## config.mk

```make
export PLATFORM = sky130hd
export DESIGN_NAME = irq_controller
export DESIGN_NICKNAME = d
export VERILOG_FILES = /design/src/rtl/irq_controller_pkg.sv /design/src/rtl/irq_prio_enc.sv /design/src/rtl/irq_controller.sv
export SDC_FILE = /design/constraint.sdc
export NUM_CORES = 1
export LEC_CHECK = 0
export CORE_AREA = 4 4 78 80
export CTS_CLUSTER_SIZE = 28
export DETAILED_ROUTE_END_ITERATION = 8
export DIE_AREA = 0 0 82 84
export GPL_ROUTABILITY_DRIVEN = 0
export PLACE_DENSITY = 0.77
export SLEW_MARGIN = 15
export SYNTH_ARGS = -nofsm -noshare
export SYNTH_HDL_FRONTEND = slang
export SYNTH_HIERARCHICAL = 1
export SYNTH_SLANG_ARGS = --single-unit
```

## constraint.sdc

```tcl
create_clock -name clk -period 1.6 [get_ports clk]
set_input_delay 0.16 -clock clk [delete_from_list [all_inputs] [get_ports clk]]
set_output_delay 0.16 -clock clk [all_outputs]
set_load 0.01 [all_outputs]
```

## src/rtl/irq_controller_pkg.sv

```systemverilog
// Shared definitions for the interrupt controller: register word offsets,
// FSM encodings and the STATUS word layout.
package irq_controller_pkg;

    localparam logic [2:0] REG_PEND   = 3'd0;
    localparam logic [2:0] REG_MASK   = 3'd1;
    localparam logic [2:0] REG_EDGE   = 3'd2;
    localparam logic [2:0] REG_CLAIM  = 3'd3;
    localparam logic [2:0] REG_EOI    = 3'd4;
    localparam logic [2:0] REG_STATUS = 3'd5;

    typedef enum logic [1:0] {
        IDLE    = 2'b00,
        ASSERT  = 2'b01,
        SERVICE = 2'b10
    } state_t;

    function automatic logic [31:0] status_word(input state_t s, input logic [3:0] id);
        return {22'b0, s, 4'b0, id};
    endfunction

endpackage

```

## src/rtl/irq_prio_enc.sv

```systemverilog
// Fixed-priority encoder: reports the lowest set index of vec and whether any
// bit is set at all.
module irq_prio_enc #(
    parameter int NSRC = 8
) (
    input  logic [NSRC-1:0] vec,
    output logic            valid,
    output logic [3:0]      id
);

    // Scan from the top down so the lowest set index is the last one written.
    always_comb begin
        valid = 1'b0;
        id    = 4'd0;
        for (int i = NSRC - 1; i >= 0; i--) begin
            if (vec[i]) begin
                valid = 1'b1;
                id    = 4'(i);
            end
        end
    end

endmodule

```

## src/rtl/irq_controller.sv

```systemverilog
// Memory-mapped interrupt controller: latches level/edge device requests,
// masks them and runs a claim/complete handshake towards one CP0 HWInt line.
module irq_controller
    import irq_controller_pkg::*;
#(
    parameter int NSRC = 8
) (
    input  logic            clk,
    input  logic            rst,
    input  logic            Sel,
    input  logic            WE,
    input  logic [4:0]      Addr,
    input  logic [31:0]     Din,
    output logic [31:0]     Dout,
    input  logic [NSRC-1:0] Src,
    output logic            IRQ
);

    logic [NSRC-1:0] src_q;
    logic [NSRC-1:0] pend;
    logic [NSRC-1:0] mask;
    logic [NSRC-1:0] edge_mode;
    logic [NSRC-1:0] rise;
    logic [NSRC-1:0] eligible;
    logic [3:0]      claimed_id;
    logic [3:0]      top_id;
    logic            top_valid;
    logic [2:0]      widx;
    logic            wr;
    logic            claim_fire;
    logic            eoi_fire;
    state_t          state;
    state_t          next_state;
    logic            unused_bits;

    assign widx        = Addr[4:2];
    assign wr          = Sel & WE;
    assign rise        = Src & ~src_q;
    assign eligible    = pend & mask;
    assign claim_fire  = wr && (widx == REG_CLAIM) && (state == ASSERT);
    assign eoi_fire    = wr && (widx == REG_EOI) && (state == SERVICE);
    assign unused_bits = ^{Addr[1:0], Din};

    irq_prio_enc #(.NSRC(NSRC)) u_prio (
        .vec   (eligible),
        .valid (top_valid),
        .id    (top_id)
    );

    always_comb begin
        next_state = state;
        case (state)
            IDLE:    if (top_valid) next_state = ASSERT;
            ASSERT: begin
                if (claim_fire)      next_state = SERVICE;
                else if (!top_valid) next_state = IDLE;
            end
            SERVICE: if (eoi_fire) next_state = IDLE;
            default: next_state = IDLE;
        endcase
    end

    always_ff @(posedge clk) begin
        if (rst) begin
            src_q      <= '0;
            pend       <= '0;
            mask       <= '0;
            edge_mode  <= '0;
            claimed_id <= 4'd0;
            state      <= IDLE;
            IRQ        <= 1'b0;
        end else begin
            src_q <= Src;
            state <= next_state;
            IRQ   <= (next_state == ASSERT);
            if (claim_fire) claimed_id <= top_id;
            if (wr && widx == REG_MASK) mask      <= Din[NSRC-1:0];
            if (wr && widx == REG_EDGE) edge_mode <= Din[NSRC-1:0];
            // A new rising edge outranks an EOI clearing the same bit.
            for (int i = 0; i < NSRC; i++) begin
                if (edge_mode[i]) begin
                    if (rise[i])
                        pend[i] <= 1'b1;
                    else if (eoi_fire && claimed_id == 4'(i))
                        pend[i] <= 1'b0;
                end else begin
                    pend[i] <= Src[i];
                end
            end
        end
    end

    always_comb begin
        Dout = 32'd0;
        case (widx)
            REG_PEND:   Dout = 32'(pend);
            REG_MASK:   Dout = 32'(mask);
            REG_EDGE:   Dout = 32'(edge_mode);
            REG_CLAIM:  Dout = {top_valid, 27'b0, top_id};
            REG_STATUS: Dout = status_word(state, claimed_id);
            default:    Dout = 32'd0;
        endcase
    end

endmodule

```

==> impl_metrics.tcl <==
set metrics [dict create \
    globalRouteTotalUtil_pct 17.3 \
    required_time_of_the_critical_path_ns 1.44 \
    drt_iter0_markers 61 \
    nNetsFinal 368 \
    ys_top_cells_by_count "sky130_fd_sc_hd__dfxtp_1, sky130_fd_sc_hd__mux2i_1, sky130_fd_sc_hd__nand2b_1" \
    crit_path_max_fanout 3 \
    cts_max_level 2 \
    drive_gt1_share_pct 32.2 \
    finalNonFillerCells 392 \
    mappedNetlistArea_mm2 0.00234 \
    post-synth-top-area-fraction_pct 33.4 \
    setup_total_negative_slack_ns -1.15 \
    critPathKind "flip-flop to primary output" \
    period_share_pct 119 \
    power.ir.vdd_worst_mv 0.383 \
    violations "negative setup slack" \
    whs_ns 0.435 \
    run_status "finished with violations" \
    dp_cells 378 \
    first_pass_iters 4 \
    antennaDiodeCount 0 \
    total_power_mw 1.99 \
    netlist_instances 251 \
    multi_input_area_mm2 0.00152 \
    synth.yosys.seq_area_share_pct 33.4 \
    maxSlewViolCount 0 \
    cts_root_buf "sky130_fd_sc_hd__clkbuf_8" \
    tritoncts_sinks 39 \
    power.density_mw_per_mm2 630 \
    leakagePower_nw 1.40 \
    timing.critical_path.slowest_stage_cell "sky130_fd_sc_hd__dfxtp_2" \
    detail_route.wl_per_cell_um 14.4 \
    maximum_number_of_pins_on_one_net_before_global_route_repair 51 \
    dp_hpwl_um 3920 \
    initial_core_util_pct 43.2 \
    pre_cts_slack_ns -0.475 \
    path_buf_inv 1 \
    ys.warnings.count 6 \
    crit_path_cell_trace "and2_4 > nor2_4 > o21ai_4 > a211oi_2 > mux2i_1 > o221ai_1 > buf_2" \
    clkTransAtPathRegs_ns 0.08 \
    filler_cell_count 475 \
    async_reset_ff_share_pct 0 \
    route.detailed.vias_per_inst 4.96 \
    finClkSkew_ns 0.00855 \
    via_count_of_the_first_global_routing_pass 1916 \
    worst_setup_path_end_kind "primary output" \
    dieArea_mm2 0.00689 \
    drt-total-wl_um 5640 \
    post-route-cell-area_mm2 0.00316 \
    synth_top_area_cell "sky130_fd_sc_hd__dfxtp_1" \
    max_freq_mhz 524 \
    critical-path-max-stage-delay_ns 0.32 \
    placement_rows 27 \
    rsz0062_at_grt "true" \
    synthesis.area_per_instance_um2 9.31 \
    clock_tree_from_tritoncts "yes" \
    number_of_buffers_inserted_during_clock_tree_synthesis 5 \
    worst_slack_ns -0.308 \
    clock_insertion_delay_worst_skew_ns 0.30 \
    gr-total-overflow 0 \
    ys_dominant_reg_cell "sky130_fd_sc_hd__dfxtp_1" \
    grt_antenna_before_repair 0 \
    ff_latch_area_um2 792 \
    critPathLaunchType "flip-flop" \
    area_delta_synth_final_pct 35.4 \
    cap_violations 0 \
    worstPathArrival_ns 1.75 \
    detailroute.via_count 1945 \
    worst_path_dominant_cell_family "compound AO/OA/AOI/OAI gates" \
    postSynthRegisterBits 39 \
    yosysMostFrequentCell "sky130_fd_sc_hd__dfxtp_1" \
    ys_types 45 \
    io_buffer_count 34 \
    detail_route.drc_violations 0 \
    yosys-top-cells-area "sky130_fd_sc_hd__dfxtp_1, sky130_fd_sc_hd__mux2i_1, sky130_fd_sc_hd__nand2b_1" \
    post-route-util_pct 58.5 \
    synth_edf_count 0 \
    timing.final.hold_violations 0 \
    placed_cell_area_mm2 0.00289 \
    grt_pass1_wl_um 9190 \
    post-route-min-period_ns 1.91 \
    dieHeight_um 84 \
    drt.antenna.violating_nets 0 \
    floorplan.io_pins 82 \
    hold_class "input pin to flip-flop" \
    setup_viol 4 \
    coreArea_mm2 0.00541 \
    dieWidth_um 82 \
    number_of_buffers_between_clock_root_and_the_deepest_sink 2 \
]
-- final timing paths --
path             from        to  slack [ns]  depth (start not counted)
max           mask[5]   Dout[1]       -0.31                          7
min            Src[6]  src_q[6]        0.44                          2
max reg2reg   pend[6]       IRQ        0.10                          9
min reg2reg  state[0]  state[0]        0.51                          1
-- cell families (layout without fill, tap and decap cells) --
family / count (synthesis) / count (layout) / share of synthesized area [%]
compound gates: 41 / 41 / 14.0
flops: 39 / 39 / 33.4
other cells: 2 / 22 / 0.321
simple gates: 102 / 102 / 28.2
buf+inv: 35 / 84 / 10.3
mux: 32 / 32 / 13.7
-- registers in the layout (all words and copies together) (netlist names) --
name	count
mask	8
claimed_id	4
pend	8
edge_mode	8
IRQ	1
src_q	8
state	2
-- report_power, final --
| part | internal, mW | switching [mW] | total, mW |
|---|---|---|---|
| Clock | 0.305 | 0.355 | 0.659 |
| Combinational | 0.176 | 0.143 | 0.319 |
| Sequential | 0.999 | 0.0141 | 1.01 |
-- what timing repair did --
action                                  in CTS  in global routing
resized for setup                           57                 24
endpoints found under the setup margin      11                 11
hold buffers                                 0                  0
buffers inserted                             9                  4
pin swaps                                   12                 12
-- cell type report --
cell class                 instances  share of cell area (%)
clock inverter                     2                   0.396
inverter                           2                   0.237
tap                               72                    2.85
clock buffer                       6                    2.30
timing repair buffer              74                    21.0
sequential                        39                    25.0
multi-input combinational        197                    48.2
-- metal layers --
| layer | global-route usage, % | part of all wire, % | up-vias |
|---|---|---|---|
| met1 | 21.0 | 40 | 892 |
| met4 | 7.70 | 3.3 | 0 |
| met5 | 0 | 0 | - |
| met2 | 28.4 | 50 | 74 |
| li1 | - | - | 963 |
| met3 | 4.10 | 6.2 | 16 |
-- layout by cell type (no fill, tap or decap), types with 2 or more instances in the layout --
cell,n
sky130_fd_sc_hd__nand2_1,13
sky130_fd_sc_hd__mux2i_1,31
sky130_fd_sc_hd__dlygate4sd2_1,3
sky130_fd_sc_hd__nor4_4,3
sky130_fd_sc_hd__and2_4,8
sky130_fd_sc_hd__and2_1,5
sky130_fd_sc_hd__a41oi_1,2
sky130_fd_sc_hd__buf_12,2
sky130_fd_sc_hd__a31oi_1,3
sky130_fd_sc_hd__clkdlybuf4s15_1,3
sky130_fd_sc_hd__buf_2,3
sky130_fd_sc_hd__dfxtp_1,30
sky130_fd_sc_hd__nand2b_4,3
sky130_fd_sc_hd__o21a_1,3
sky130_fd_sc_hd__a21o_1,4
sky130_fd_sc_hd__nand2b_1,31
sky130_fd_sc_hd__a21oi_1,4
sky130_fd_sc_hd__buf_4,33
sky130_fd_sc_hd__nand3b_1,2
sky130_fd_sc_hd__a2bb2oi_1,3
sky130_fd_sc_hd__clkdlybuf4s50_1,22
sky130_fd_sc_hd__o221ai_1,4
sky130_fd_sc_hd__a21bo_2,7
sky130_fd_sc_hd__nand3_1,2
sky130_fd_sc_hd__conb_1,22
sky130_fd_sc_hd__nor2b_1,11
sky130_fd_sc_hd__clkbuf_8,5
sky130_fd_sc_hd__dfxtp_2,9
sky130_fd_sc_hd__buf_6,6
sky130_fd_sc_hd__nor2_1,9
sky130_fd_sc_hd__o31a_1,2
Note: power is estimated with default switching activity, not from simulation.
